[src/rtl/uart_rx_fsm.sv]
// UART receive-path controller: tracks the frame bit by bit on the oversampling clock,
// enables the per-bit checkers in order and reports one good-frame or frame-error strobe.
module uart_rx_fsm #(
  parameter int DATA_WIDTH  = 8,
  parameter int PRESC_WIDTH = 6
) (
  input  logic                   CLK,
  input  logic                   RST,
  input  logic                   RX_IN,
  input  logic [PRESC_WIDTH-1:0] Prescale,
  input  logic                   PAR_EN,
  input  logic                   Sample_Valid,
  input  logic                   StrtChk_glitch,
  input  logic                   ParChk_err,
  input  logic                   StpChk_err,
  output logic [PRESC_WIDTH-1:0] Edge_Cnt,
  output logic [3:0]             Bit_Cnt,
  output logic                   DatSamp_EN,
  output logic                   StrtChk_EN,
  output logic                   ParChk_EN,
  output logic                   StpChk_EN,
  output logic                   Deser_EN,
  output logic                   Data_Valid,
  output logic                   Frame_Err
);

  typedef enum logic [2:0] {IDLE, START, DATA, PARITY, STOP} state_t;

  localparam logic [PRESC_WIDTH-1:0] PRESC_ONE = PRESC_WIDTH'(1);
  localparam logic [3:0]             LAST_BIT  = 4'(DATA_WIDTH - 1);

  state_t                   state, state_nxt;
  logic [PRESC_WIDTH-1:0]   presc_lat, presc_nxt, edge_nxt;
  logic                     par_en_lat, par_en_nxt;
  logic                     par_err, par_err_nxt;
  logic [3:0]               bit_nxt;
  logic                     deser_nxt, dv_nxt, fe_nxt;
  logic                     bit_end;

  assign bit_end = (Edge_Cnt == (presc_lat - PRESC_ONE));

  always_comb begin
    state_nxt   = state;
    presc_nxt   = presc_lat;
    par_en_nxt  = par_en_lat;
    par_err_nxt = par_err;
    bit_nxt     = Bit_Cnt;
    edge_nxt    = '0;
    deser_nxt   = 1'b0;
    dv_nxt      = 1'b0;
    fe_nxt      = 1'b0;

    if (state != IDLE) begin
      edge_nxt = bit_end ? '0 : (Edge_Cnt + PRESC_ONE);
    end

    case (state)
      IDLE: begin
        bit_nxt = '0;
        if (!RX_IN) begin
          state_nxt   = START;
          presc_nxt   = Prescale;
          par_en_nxt  = PAR_EN;
          par_err_nxt = 1'b0;
        end
      end
      START: begin
        if (Sample_Valid && StrtChk_glitch) begin
          state_nxt = IDLE;
          edge_nxt  = '0;
          bit_nxt   = '0;
        end else if (bit_end) begin
          state_nxt = DATA;
          bit_nxt   = '0;
        end
      end
      DATA: begin
        deser_nxt = Sample_Valid;
        if (bit_end) begin
          if (Bit_Cnt == LAST_BIT) begin
            state_nxt = par_en_lat ? PARITY : STOP;
            bit_nxt   = '0;
          end else begin
            bit_nxt = Bit_Cnt + 4'd1;
          end
        end
      end
      PARITY: begin
        if (Sample_Valid && ParChk_err) begin
          par_err_nxt = 1'b1;
        end
        if (bit_end) begin
          state_nxt = STOP;
        end
      end
      STOP: begin
        // Leave at mid stop bit so a back-to-back start edge is not missed.
        if (Sample_Valid) begin
          if (!StpChk_err && !par_err) begin
            dv_nxt = 1'b1;
          end else begin
            fe_nxt = 1'b1;
          end
          state_nxt = IDLE;
          edge_nxt  = '0;
        end else if (bit_end) begin
          fe_nxt    = 1'b1;
          state_nxt = IDLE;
        end
      end
      default: begin
        state_nxt = IDLE;
        edge_nxt  = '0;
        bit_nxt   = '0;
      end
    endcase
  end

  // Enables are registered from the next state so they line up with the state register.
  always_ff @(posedge CLK or negedge RST) begin
    if (!RST) begin
      state      <= IDLE;
      presc_lat  <= '0;
      par_en_lat <= 1'b0;
      par_err    <= 1'b0;
      Edge_Cnt   <= '0;
      Bit_Cnt    <= '0;
      DatSamp_EN <= 1'b0;
      StrtChk_EN <= 1'b0;
      ParChk_EN  <= 1'b0;
      StpChk_EN  <= 1'b0;
      Deser_EN   <= 1'b0;
      Data_Valid <= 1'b0;
      Frame_Err  <= 1'b0;
    end else begin
      state      <= state_nxt;
      presc_lat  <= presc_nxt;
      par_en_lat <= par_en_nxt;
      par_err    <= par_err_nxt;
      Edge_Cnt   <= edge_nxt;
      Bit_Cnt    <= bit_nxt;
      DatSamp_EN <= (state_nxt != IDLE);
      StrtChk_EN <= (state_nxt == START);
      ParChk_EN  <= (state_nxt == PARITY);
      StpChk_EN  <= (state_nxt == STOP);
      Deser_EN   <= deser_nxt;
      Data_Valid <= dv_nxt;
      Frame_Err  <= fe_nxt;
    end
  end

endmodule
[config.mk]
export PLATFORM = sky130hd
export DESIGN_NAME = uart_rx_fsm
export DESIGN_NICKNAME = d
export VERILOG_FILES = /design/src/rtl/uart_rx_fsm.sv
export SDC_FILE = /design/constraint.sdc
export NUM_CORES = 1
export LEC_CHECK = 0
export CAP_MARGIN = 20
export CORE_AREA = 2 2 58 60
export CTS_CLUSTER_DIAMETER = 150
export DETAILED_ROUTE_END_ITERATION = 6
export DIE_AREA = 0 0 60 62
export PLACE_DENSITY = 0.75
export SYNTH_ARGS = -nofsm -noshare
export SYNTH_HDL_FRONTEND = slang
export SYNTH_SLANG_ARGS = --single-unit
[constraint.sdc]
create_clock -name CLK -period 3.1 [get_ports CLK]
set_clock_uncertainty 0.05 [all_clocks]
set_input_delay 0.93 -clock CLK [delete_from_list [all_inputs] [get_ports CLK]]
set_output_delay 0.93 -clock CLK [all_outputs]
set_load 0.005 [all_outputs]
Word-level counts from Yosys, hierarchy flattened
Cells that the tools add are included.
{"block": "word_totals", "reg_bits": 28, "out_inout_bits": 17, "input_bits": 14}
{"block": "op_classes", "eq_ne": 13, "reduce_logical": 14, "add_sub_neg": 3, "bitwise": 2, "mux": 31}
{"cell": "3-bit 2-to-1 mux", "count": 9}
{"cell": "6-bit 2-to-1 mux", "count": 4}
{"cell": "6-bit case mux with 3 select lines", "count": 1}
{"cell": "4-bit 2-to-1 mux", "count": 4}
{"cell": "3-bit case mux with 5 select lines", "count": 1}
{"cell": "4-bit case mux with 3 select lines", "count": 1}
{"cell": "1-bit 2-to-1 mux", "count": 10}
{"cell": "3-bit by 2-bit equality test with 1-bit output (second input constant)", "count": 3}
{"cell": "6-bit by 1-bit adder with 6-bit output (second input constant)", "count": 1}
{"cell": "3-bit by 1-bit equality test with 1-bit output (second input constant)", "count": 2}
{"cell": "3-bit equality test (second input constant)", "count": 2}
{"cell": "6-bit equality test", "count": 1}
{"cell": "2-bit inequality test (second input constant)", "count": 3}
{"cell": "3-bit AND reduction", "count": 2}
{"cell": "3-bit nonzero test", "count": 2}
{"cell": "6-bit by 1-bit subtractor with 6-bit output (second input constant)", "count": 1}
{"cell": "4-bit by 1-bit adder with 4-bit output (second input constant)", "count": 1}
{"cell": "4-bit by 3-bit equality test with 1-bit output (second input constant)", "count": 1}
{"cell": "1-bit logical AND", "count": 3}
{"cell": "3-bit logical NOT", "count": 1}
{"cell": "3-bit inequality test (second input constant)", "count": 1}
{"cell": "3-bit OR reduction", "count": 1}
{"cell": "1-bit logical NOT", "count": 2}
{"cell": "1-bit NOT", "count": 2}
{"cell": "other kinds (4)", "count": 4}

Depth between registers and ports, before layout
Gate-level depths: netlist of the first run.
{"block": "depth", "word_depth": 6, "ltp_mapped": 9}

Least setup slack after synthesis of the first run
OpenSTA, ideal clock, no wires.
{"block": "synth_timing", "path_type": "register -> register", "start": "register presc_lat[0]", "end": "register DatSamp_EN", "required_time_ns": 2.919, "setup_ns": 0.131, "n_path_buf": 1, "stages_incl_launch_ff": 10, "setup_slack_ns": 0.932, "arrival_time_ns": 1.987, "cell_sequence": "dfrtp_1 > inv_1 > ha_1 > nand2b_1 > o211a_1 > o31a_1 > buf_2 > nor4_4 > nor3_2 > or3_1"}
{"block": "synth_via", "elab_chain_cells": 6}
{"element": "from (decl)", "line_no": "33", "source": "logic [PRESC_WIDTH-1:0] presc_lat, presc_nxt, edge_nxt;"}
{"element": "from (signal assigned)", "line_no": "137", "source": "presc_lat <= presc_nxt;"}
{"element": "6-bit by 1-bit subtractor with 6-bit output *", "line_no": "40", "source": "assign bit_end = (Edge_Cnt == (presc_lat - PRESC_ONE));"}
{"element": "6-bit equality test *", "line_no": "40"}
{"element": "3-bit 2-to-1 mux, on equally long branches", "line_no": "106, 72"}
{"element": "3-bit 2-to-1 mux, on equally long branches", "line_no": "98, 68"}
{"element": "3-bit case mux with 5 select lines *", "line_no": "57", "source": "case (state)"}
{"element": "net state_nxt[1]", "line_no": "32", "source": "state_t state, state_nxt;"}
{"element": "3-bit nonzero test *", "line_no": "142", "source": "DatSamp_EN <= (state_nxt != IDLE);"}
{"element": "to (signal assigned)", "line_no": "142"}
{"element": "to (decl)", "line_no": "18", "source": "output logic DatSamp_EN,"}
Mark *: on every way through the listed nets, which the timed path passes. The rest lies on a longest branch.
A chain may end at the register's enable or synchronous reset.

Final worst setup path of the first run
Ends and elaborated chain as after synthesis.

==> summary.md, run 1 <==
| Metric | Value |
|---|---|
| Status | `finished, final reports clean` |
| Area leader, netlist | `dfrtp_1` |
| CTS max path bufs | `2` |
| Post-synth EDFFs | `0` |
| Hold buffers post-CTS | `0` |
| Die ar. | `0.003720 mm2` |
| Post-route cell area | `roughly 0.0019 mm2` |
| 1st-pass router iterations | `6` |
| Root buf cell | `clkbuf_4` |
| Largest net degree at the start of global routing | `29` |
| Placed insts | `218` |
| CTS tree | `yes` |
| Maximum vdd drop | `0.4480 mV` |
| Synth Net Count | `159` |
| Boundary pin count | `31` |
| DR vias | `1182` |
| Flop-to-flop setup slack | `~0.65 ns` |
| Initial Util | `46.24%` |
| Die Wd | `60 um` |
| Final-stage net count | `194` |
| Hpwl dp | `approximately 2.4 mm` |
| R2R Path Start | `presc_lat[0]` |
| Top area cells in the synthesized netlist | `dfrtp_1 (48%), nor2_1 (4.3%), xor2_1 (4.2%), mux2_2 (3.1%), o21ai_0 (2.7%)` |
| Hold path depth | `2` |
| Routed WL | `3.182 mm` |
| First-pass GRT wire length | `around 5.1 mm` |
| ANT nets after route | `0` |
| Fraction of layout cells with a size suffix above 1 | `11.93%` |
| Crit share post-route | `approximately four fifths` |
| Worst Setup End Kind | `flip-flop` |
| Initial DRC Count | `52` |
| Min Clock Period, post-route | `around 2.4 ns` |
| Global route total overflow | `0` |
| Synth async-reset ratio | `100.0%` |
| Vias in the first global route | `1098` |
| DRC violations left | `0` |
| MaxCap Viol Count | `0` |
| CP Class | `flip-flop to flip-flop` |
| Clock latency on the worst-skew pair | `0.33 ns` |
| Buffers on Ports | `30` |
| Layout Utilization | `59.15%` |
| Distinct cell type count after synthesis | `45` |
| Final max-slew violation count | `0` |
| RSZ-0062 raised after global routing | `no` |
| Worst EP required | `between 3 and 4 ns` |
| Core Region | `roughly 0.0032 mm2` |
| Worst Hold Path EP | `par_err` |
| Hold WC Path Type | `flip-flop to flip-flop` |
| Post-Synthesis Cells | `roughly 140` |
| Worst EP arrival | `2.62 ns` |
| Yosys reg bits | `28` |
| Cell row count | `21` |
| Area added between synthesis and finish | `27.91%` |
| Count of endpoints failing hold in the final timing report | `0` |
| Routability cong. | `0.8654` |
| Synth cell count leaders | `dfrtp_1 (28), nor2_1 (17), nand2_1 (9), o21ai_0 (8), xor2_1 (7)` |
| Most frequent cell after synthesis | `dfrtp_1` |
| Critical Path Source Type | `flip-flop` |
| Placed inst area | `0.001844 mm2` |
| Finished Layout Cells | `222` |
| Hold Crit Start | `par_err` |
| Clock sink count | `28` |
| Area share of the largest cell type after synthesis | `between 40% and 50%` |
| CP max FO | `10` |
| RR Endpoint | `DatSamp_EN` |
| Main synth FF type | `dfrtp_1` |
| PD cells | `695.7 mW/mm2` |
| Ant. Diodes | `0` |
| Vias/cell | `5.324` |
| Total Power | `~1.3 mW` |
| Tot GR Track Use | `18.43%` |
| Setup violators final | `0` |
| Worst Max-Slew Pin Slew | `~0.49 ns` |
| Post-CTS Setup Bufs | `0` |
| FF-to-FF path depth | `8` |
| # resized after CTS | `0` |
| Slew HR | `between 60 and 70%` |
| CTS buffer count | `3` |
| Initial antenna violation count | `0` |
| Ys Warns | `0` |
| Wire per inst | `14.33 um` |
| Sequential fraction of the synthesis area | `47.66%` |
| Avg Synthesized Cell Area | `10.35 um2` |
| CTS clock-pin slew for the worst setup and hold paths | `approximately 0.15 ns` |
| Syn Std Cell Area | `0.001470 mm2` |
| Fin Setup TNS | `0 ns` |
| Leakage | `between 0.8 and 0.9 nW` |
| Upper clock frequency limit | `408.6 MHz` |
| Die Ht | `62 um` |
| H-Tree Level Count | `1` |
cells by family after synthesis:
kind of cell | share of synthesized area [%]
mux | 3.744
flops | 47.66
simple gates | 21.79
buf+inv | 2.128
compound gates | 16.17
fa+ha+maj | 2.553
xor+xnor | 5.958
worst max path at each step:
stage	startpoint	end	depth (start not counted)
final	presc_lat[0]	DatSamp_EN	8
after CTS	presc_lat[0]	DatSamp_EN	8
after global placement	Sample_Valid	DatSamp_EN	7
after detailed placement	Sample_Valid	DatSamp_EN	7
after global routing	presc_lat[0]	DatSamp_EN	8
after floorplan	presc_lat[0]	DatSamp_EN	9
through the flow:
stage | hold slack (ns) | setup WS [ns]
3_5_place_dp | 0.4857 | 0.3621
3_3_place_gp | 0.4615 | 0.3985
2_1_floorplan | 0.4502 | 0.9317
4_1_cts | 0.5053 | 0.6677
5_1_grt | 0.5333 | 0.4942
6_report | 0.5030 | 0.6524
layout by cell type, fill, tap and decap left out, types with 4 or more instances in the layout:
master / instances
a21oi_1: 5
nor2_1: 17
nor2b_1: 4
o21ai_0: 8
xor2_1: 7
mux2_2: 4
inv_1: 5
clkdlybuf4s50_1: 30
dfrtp_1: 28
nand2_1: 9
sequential cells by signal, summed over array words and instances, names as in the netlist:
signal      count
Edge_Cnt        6
presc_lat       6
Bit_Cnt         4
state           3
DatSamp_EN      1
Data_Valid      1
Deser_EN        1
Frame_Err       1
ParChk_EN       1
StpChk_EN       1
StrtChk_EN      1
par_en_lat      1
par_err         1
cell type report:
type | instances | area (um2)
Tap cell | 46 | 57.56
Sequential cell | 28 | 700.7
Clock buffer | 4 | 36.28
Inverter | 5 | 18.77
Fill cell | 267 | 1299
Multi-Input combinational cell | 106 | 744.5
Timing Repair Buffer | 33 | 322.8
critical path: stages (launching register included):
cell and delay (ns):
dfrtp_1 0.47, inv_1 0.09, ha_1 0.24, nand2b_1 0.18, a21oi_1 0.16, o31a_1 0.47, nor2_4 0.09, mux2i_1 0.21
or3_1 0.39
power breakdown:
group          leakage, nW  internal (mW)  switching (mW)
combinational        0.425          0.264           0.309
sequential           0.368          0.447           0.108
clock               0.0210         0.0720           0.108
routing by layer:
layer	part of all wire [%]	GRT usage, %	wire length, um
met5	0	0	0
met1	46	24.97	1459
met3	4.1	2.484	130
met4	1.4	6.984	44
met2	49	30.28	1547
No activity file was read; power rests on OpenSTA's default activity.
==> run 2, diff against run 1 <==
--- a/config.mk
+++ b/config.mk
@@ -6,11 +6,11 @@
 export NUM_CORES = 1
 export LEC_CHECK = 0
 export CAP_MARGIN = 20
-export CORE_AREA = 2 2 58 60
+export CORE_AREA = 2 2 61 63
 export CTS_CLUSTER_DIAMETER = 150
 export DETAILED_ROUTE_END_ITERATION = 6
-export DIE_AREA = 0 0 60 62
-export PLACE_DENSITY = 0.75
+export DIE_AREA = 0 0 63 65
+export PLACE_DENSITY = 0.72
 export SYNTH_ARGS = -nofsm -noshare
 export SYNTH_HDL_FRONTEND = slang
 export SYNTH_SLANG_ARGS = --single-unit
==> constraint.sdc (replaced) <==
create_clock -name CLK -period 2.1 [get_ports CLK]
set_clock_uncertainty 0.05 [all_clocks]
set_input_delay 0.63 -clock CLK [delete_from_list [all_inputs] [get_ports CLK]]
set_output_delay 0.63 -clock CLK [all_outputs]
set_load 0.005 [all_outputs]
==> run 2 against run 1 <==
Against the previous run: the flow now finishes with violations (setup timing); non-clock buffer count is 22 higher; cell area rose by 14%; utilization grew 2.2 points; maximum frequency grew 12%; worst setup slack lost 0.74 ns; combinational power is 130% higher; clock-buffer cell count is 1 lower; register-to-register slack worse by 0.74 ns; sequential share of layout area down 4.5 points; clock power increased by 22%; total power is 79% higher.
==> summary.md, run 2 (same netlist as run 1, synthesis figures left out) <==
| Metric | Value |
|---|---|
| Buffers on Ports | `30` |
| Initial Util | `42.05%` |
| Fin Setup TNS | `-0.2294 ns` |
| Area added between synthesis and finish | `45.79%` |
| PD cells | `between 1000 and 1500 mW/mm2` |
| Leakage | `~0.95 nW` |
| Worst EP arrival | `2.36 ns` |
| Largest net degree at the start of global routing | `29` |
| Hold buffers post-CTS | `0` |
| MaxCap Viol Count | `0` |
| Worst EP required | `2.27 ns` |
| Crit share post-route | `104.0%` |
| Die Ht | `roughly 65 um` |
| Biggest regs | `Edge_Cnt: 6 flops, presc_lat: 6 flops, Bit_Cnt: 4 flops` |
| DR vias | `between 1000 and 1500` |
| CTS max path bufs | `2` |
| H-Tree Level Count | `1` |
| Initial DRC Count | `50` |
| Commonest non-fill, non-tap cell in the layout | `clkdlybuf4s50_1` |
| Hold WC Path Type | `flip-flop to flip-flop` |
| Tot GR Track Use | `approximately a fifth` |
| CTS tree | `yes` |
| Ant. Diodes | `0` |
| Vias in the first global route | `1369` |
| Critical Path Source Type | `flip-flop` |
| Setup violators final | `6` |
| CP max FO | `7` |
| CP Class | `flip-flop to flip-flop` |
| Initial antenna violation count | `0` |
| Final max-slew violation count | `0` |
| Die Wd | `63 um` |
| Die ar. | `0.004095 mm2` |
| Status | `finished with violations` |
| Worst Max-Slew Pin Slew | `~0.73 ns` |
| 1st-pass router iterations | `4` |
| Commonest cells after routing, fill and taps aside | `clkdlybuf4s50_1 (29), dfrtp_1 (27), buf_4 (20)` |
| Routability cong. | `0.8723` |
| Upper clock frequency limit | `457.7 MHz` |
| Failing checks | `setup timing` |
| DRC violations left | `0` |
| Min Clock Period, post-route | `approximately 2.2 ns` |
| Root buf cell | `clkbuf_4` |
| RSZ-0062 raised after global routing | `yes` |
| CTS clock-pin slew for the worst setup and hold paths | `0.14 ns` |
| First-pass GRT wire length | `6.161 mm` |
| ANT nets after route | `0` |
| Clock sink count | `28` |
| Layout Utilization | `61.31%` |
| Routed WL | `3.685 mm` |
| Boundary pin count | `31` |
| Count of endpoints failing hold in the final timing report | `0` |
| Worst Setup End Kind | `flip-flop` |
| Fraction of layout cells with a size suffix above 1 | `27.92%` |
| Maximum vdd drop | `0.5834 mV` |
| Cell row count | `22` |
| Final-stage net count | `216` |
| Core Region | `0.003496 mm2` |
| Slew HR | `roughly half` |
| Global route total overflow | `0` |
| Final worst slack | `-0.08502 ns` |
| Clock latency on the worst-skew pair | `0.32 ns` |
| CTS buffer count | `3` |
| Hpwl dp | `2.591 mm` |
| Wire per inst | `15.04 um` |
| Vias/cell | `around 5.4` |
## run 2: critical path: stages (launching register included)
cell	delay (ns)
dfrtp_1	0.43
buf_6	0.13
nor4_4	0.30
and3_4	0.24
o2111ai_4	0.24
o21ai_2	0.23
o31ai_2	0.10
or3_1	0.37
## run 2: final timing paths
path	from	cells past startpoint	end	slack, ns
min in group asynchronous	RST	2	Edge_Cnt[4]	0.61
worst max register to register	presc_lat[1]	7	DatSamp_EN	-0.09
worst min register to register	par_err	3	Data_Valid	0.50
worst min-delay path	par_err	3	Data_Valid	0.50
worst max-delay path	presc_lat[1]	7	DatSamp_EN	-0.09
max in group asynchronous	RST	2	Edge_Cnt[2]	1.11
## run 2: area by class of cell
class                      count  area [um2]
fill                         292        1353
multi-input combinational    106       830.8
sequential                    28       701.9
timing repair buffer          55       509.2
tap                           48       60.06
clock buffer                   3       22.52
inverter                       5       18.77
## run 2: power by group
| group | internal, mW | switching [mW] |
|---|---|---|
| logic | 0.680 | 0.629 |
| clock network | 0.0673 | 0.152 |
| registers | 0.661 | 0.155 |
## run 2: metal layers
metal	GRT usage (%)	share of wire, %	vias to the layer above
met5	0	0	-
met4	5.278	1.5	0
met1	22.68	42	645
met3	3.125	4.9	9
li1	-	-	619
met2	34.04	52	44
## run 2: repair_timing
item                       in CTS  in global routing
gates resized for setup        14                 11
pin swaps                       7                 12
setup buffers                   8                  0
setup endpoints to repair       8                 10
## run 2: stage by stage
| step | setup WS [ns] | hold slack [ns] | std cells | instance area (um2) | power [mW] |
|---|---|---|---|---|---|
| 6_report | -0.08502 | 0.4953 | 245 | 2143 | 2.344 |
| 5_1_grt | -0.1685 | 0.5158 | 245 | 2143 | 2.498 |
| 4_1_cts | -0.07757 | 0.5002 | 245 | 2097 | 2.244 |
| 3_5_place_dp | -0.3015 | 0.4699 | 234 | 1956 | 1.774 |
| 3_3_place_gp | -0.2802 | 0.4634 | 234 | 1956 | 1.733 |
| 2_1_floorplan | 0.005936 | 0.2844 | 142 | 1476 | 1.414 |
==> run 3, diff against run 2 <==
--- a/config.mk
+++ b/config.mk
@@ -6,11 +6,10 @@
 export NUM_CORES = 1
 export LEC_CHECK = 0
 export CAP_MARGIN = 20
-export CORE_AREA = 2 2 61 63
+export CORE_AREA = 2 2 66 68
 export CTS_CLUSTER_DIAMETER = 150
 export DETAILED_ROUTE_END_ITERATION = 6
-export DIE_AREA = 0 0 63 65
-export PLACE_DENSITY = 0.72
+export DIE_AREA = 0 0 68 70
 export SYNTH_ARGS = -nofsm -noshare
 export SYNTH_HDL_FRONTEND = slang
 export SYNTH_SLANG_ARGS = --single-unit
==> run 3 against run 2 <==
Against the previous run: the run still ends with setup timing left; utilization down 5.6 points; worst setup slack better by 0.0046 ns; total power increased by 19%; clock power is 95% higher; sequential share of layout area decreased by 2.3 points; combinational power is 17% higher; sequential power is 2.5% higher; register-to-register slack hardly changed.
==> summary.md, run 3 (same netlist as run 1, synthesis figures left out) <==
| Metric | Value |
|---|---|
| Status | `finished with violations` |
| Failing checks | `setup timing` |
| Worst Setup End Kind | `flip-flop` |
| Final max-slew violation count | `0` |
| Upper clock frequency limit | `458.6 MHz` |
| Most used cell, CP | `nor4_4` |
| Worst EP required | `2.22 ns` |
| Min Hold Slack | `about 0.50 ns` |
| Ant. Diodes | `0` |
| Critical Path Source Type | `flip-flop` |
| H-Tree Level Count | `1` |
| Layout Utilization | `55.68%` |
| Setup violators final | `3` |
| CTS clock-pin slew for the worst setup and hold paths | `0.10 ns` |
| Finished Layout Cells | `261` |
| Die ar. | `0.004760 mm2` |
| Filler instances | `366` |
| Core Region | `0.004144 mm2` |
| Wire per inst | `approximately 15 um` |
| Worst path max stage delay | `0.45 ns` |
| 1st-pass router iterations | `4` |
| Die Wd | `between 60 and 70 um` |
| Final worst slack | `-0.08040 ns` |
| Slew HR | `a little over two thirds` |
| Placed inst area | `between 0.0015 and 0.002 mm2` |
| Initial DRC Count | `about 110` |
| Routed WL | `3.958 mm` |
| ANT nets after route | `0` |
| Commonest non-fill, non-tap cell in the layout | `buf_4` |
| Vias in the first global route | `~1400` |
| DRC violations left | `0` |
| Routability cong. | `~0.9` |
| Initial antenna violation count | `0` |
| Clock sink count | `28` |
| Hold buffers post-CTS | `0` |
| Biggest regs | `Edge_Cnt: 6 flops, presc_lat: 6 flops, Bit_Cnt: 4 flops` |
| Initial Util | `35.48%` |
| Placed insts | `240` |
| Fraction of layout cells with a size suffix above 1 | `33.49%` |
| FF-to-FF path depth | `6` |
| Slowest-stage cell, CP | `dfrtp_2` |
| Leakage | `1.015 nW` |
| First-pass GRT wire length | `approximately 6.6 mm` |
| Commonest cells after routing, fill and taps aside | `buf_4 (31), clkdlybuf4s50_1 (30), dfrtp_1 (26)` |
| Post-route cell area | `roughly 0.0023 mm2` |
| CTS tree | `yes` |
| CTS max path bufs | `2` |
| PD cells | `~1200 mW/mm2` |
| Worst Max-Slew Pin Slew | `0.4546 ns` |
| Die Ht | `70 um` |
| Clock latency on the worst-skew pair | `0.28 ns` |
| RSZ-0062 raised after global routing | `yes` |
| Buffers on Ports | `30` |
| Count of endpoints failing hold in the final timing report | `0` |
| Hpwl dp | `roughly 2.5 mm` |
| Largest net degree at the start of global routing | `29` |
| Tot GR Track Use | `17.70%` |
| Worst EP arrival | `2.30 ns` |
| Hold path depth | `3` |
| Boundary pin count | `31` |
| CP max FO | `8` |
| CTS buffer count | `3` |
| Root buf cell | `clkbuf_8` |
| Crit path cell chain | `nor4_4 -> and3_4 -> o2111ai_4 -> nor4_4 -> nor3_4 -> or3_1` |
| Crit share post-route | `103.8%` |
| DR vias | `1362` |
| Global route total overflow | `0` |
| MaxCap Viol Count | `0` |
| Hold WC Path Type | `flip-flop to flip-flop` |
| Min Clock Period, post-route | `2.180 ns` |
| Cell row count | `24` |
| Maximum vdd drop | `~0.47 mV` |
| Area added between synthesis and finish | `56.94%` |
| Vias/cell | `5.218` |
| Final-stage net count | `227` |
| CP Class | `flip-flop to flip-flop` |
run 3: final timing paths:
path / startpoint / to / slack (ns)
worst min register to register: par_err / Data_Valid / 0.50
worst max-delay path: presc_lat[1] / DatSamp_EN / -0.08
min in group asynchronous: RST / Edge_Cnt[3] / 0.68
worst max register to register: presc_lat[1] / DatSamp_EN / -0.08
worst min-delay path: par_err / Data_Valid / 0.50
max in group asynchronous: RST / presc_lat[1] / 1.02
run 3: layout make-up:
class | instances | area (um2) | area share (%)
Multi-Input combinational cell | 106 | 859.6 | 37.26
Inverter | 5 | 18.77 | 0.8135
Sequential cell | 28 | 703.2 | 30.48
Timing Repair Buffer | 66 | 589.3 | 25.54
Clock inverter | 1 | 30.03 | 1.302
Clock buffer | 3 | 41.29 | 1.790
Tap cell | 52 | 65.06 | 2.820
run 3: routing by layer:
layer	up-vias	global-route usage, %	wire, um
met4	0	3.778	76
met2	51	29.77	2020
li1	641	-	-
met1	662	23.86	1668
met5	-	0	0
met3	8	2.415	192
run 3: worst max-delay path, delay by kind of cell, from the launching register on:
kind	cells	cell delay [ns]
compound gates	1	0.24
simple gates	5	1.33
flops	1	0.45
run 3: report_power, final:
| group | internal [mW] | switching (mW) |
|---|---|---|
| Sequential | 0.665 | 0.171 |
| Clock | 0.255 | 0.170 |
| Combinational | 0.836 | 0.698 |
run 3: metrics by stage:
| stage | setup TNS [ns] | total power [mW] | setup slack [ns] |
|---|---|---|---|
| 5_1_grt | -0.6791 | 2.959 | -0.1811 |
| 3_3_place_gp | -0.8450 | 1.777 | -0.2230 |
| 6_report | -0.1236 | 2.796 | -0.08040 |
| 2_1_floorplan | 0 | 1.414 | 0.005936 |
| 3_5_place_dp | -0.9477 | 1.809 | -0.2327 |
| 4_1_cts | -0.05174 | 2.670 | -0.02622 |
run 3: repair_timing:
action	in CTS	in global routing
endpoints found under the setup margin	8	14
pin swaps	7	4
resized for setup	23	10
buffers inserted	15	2
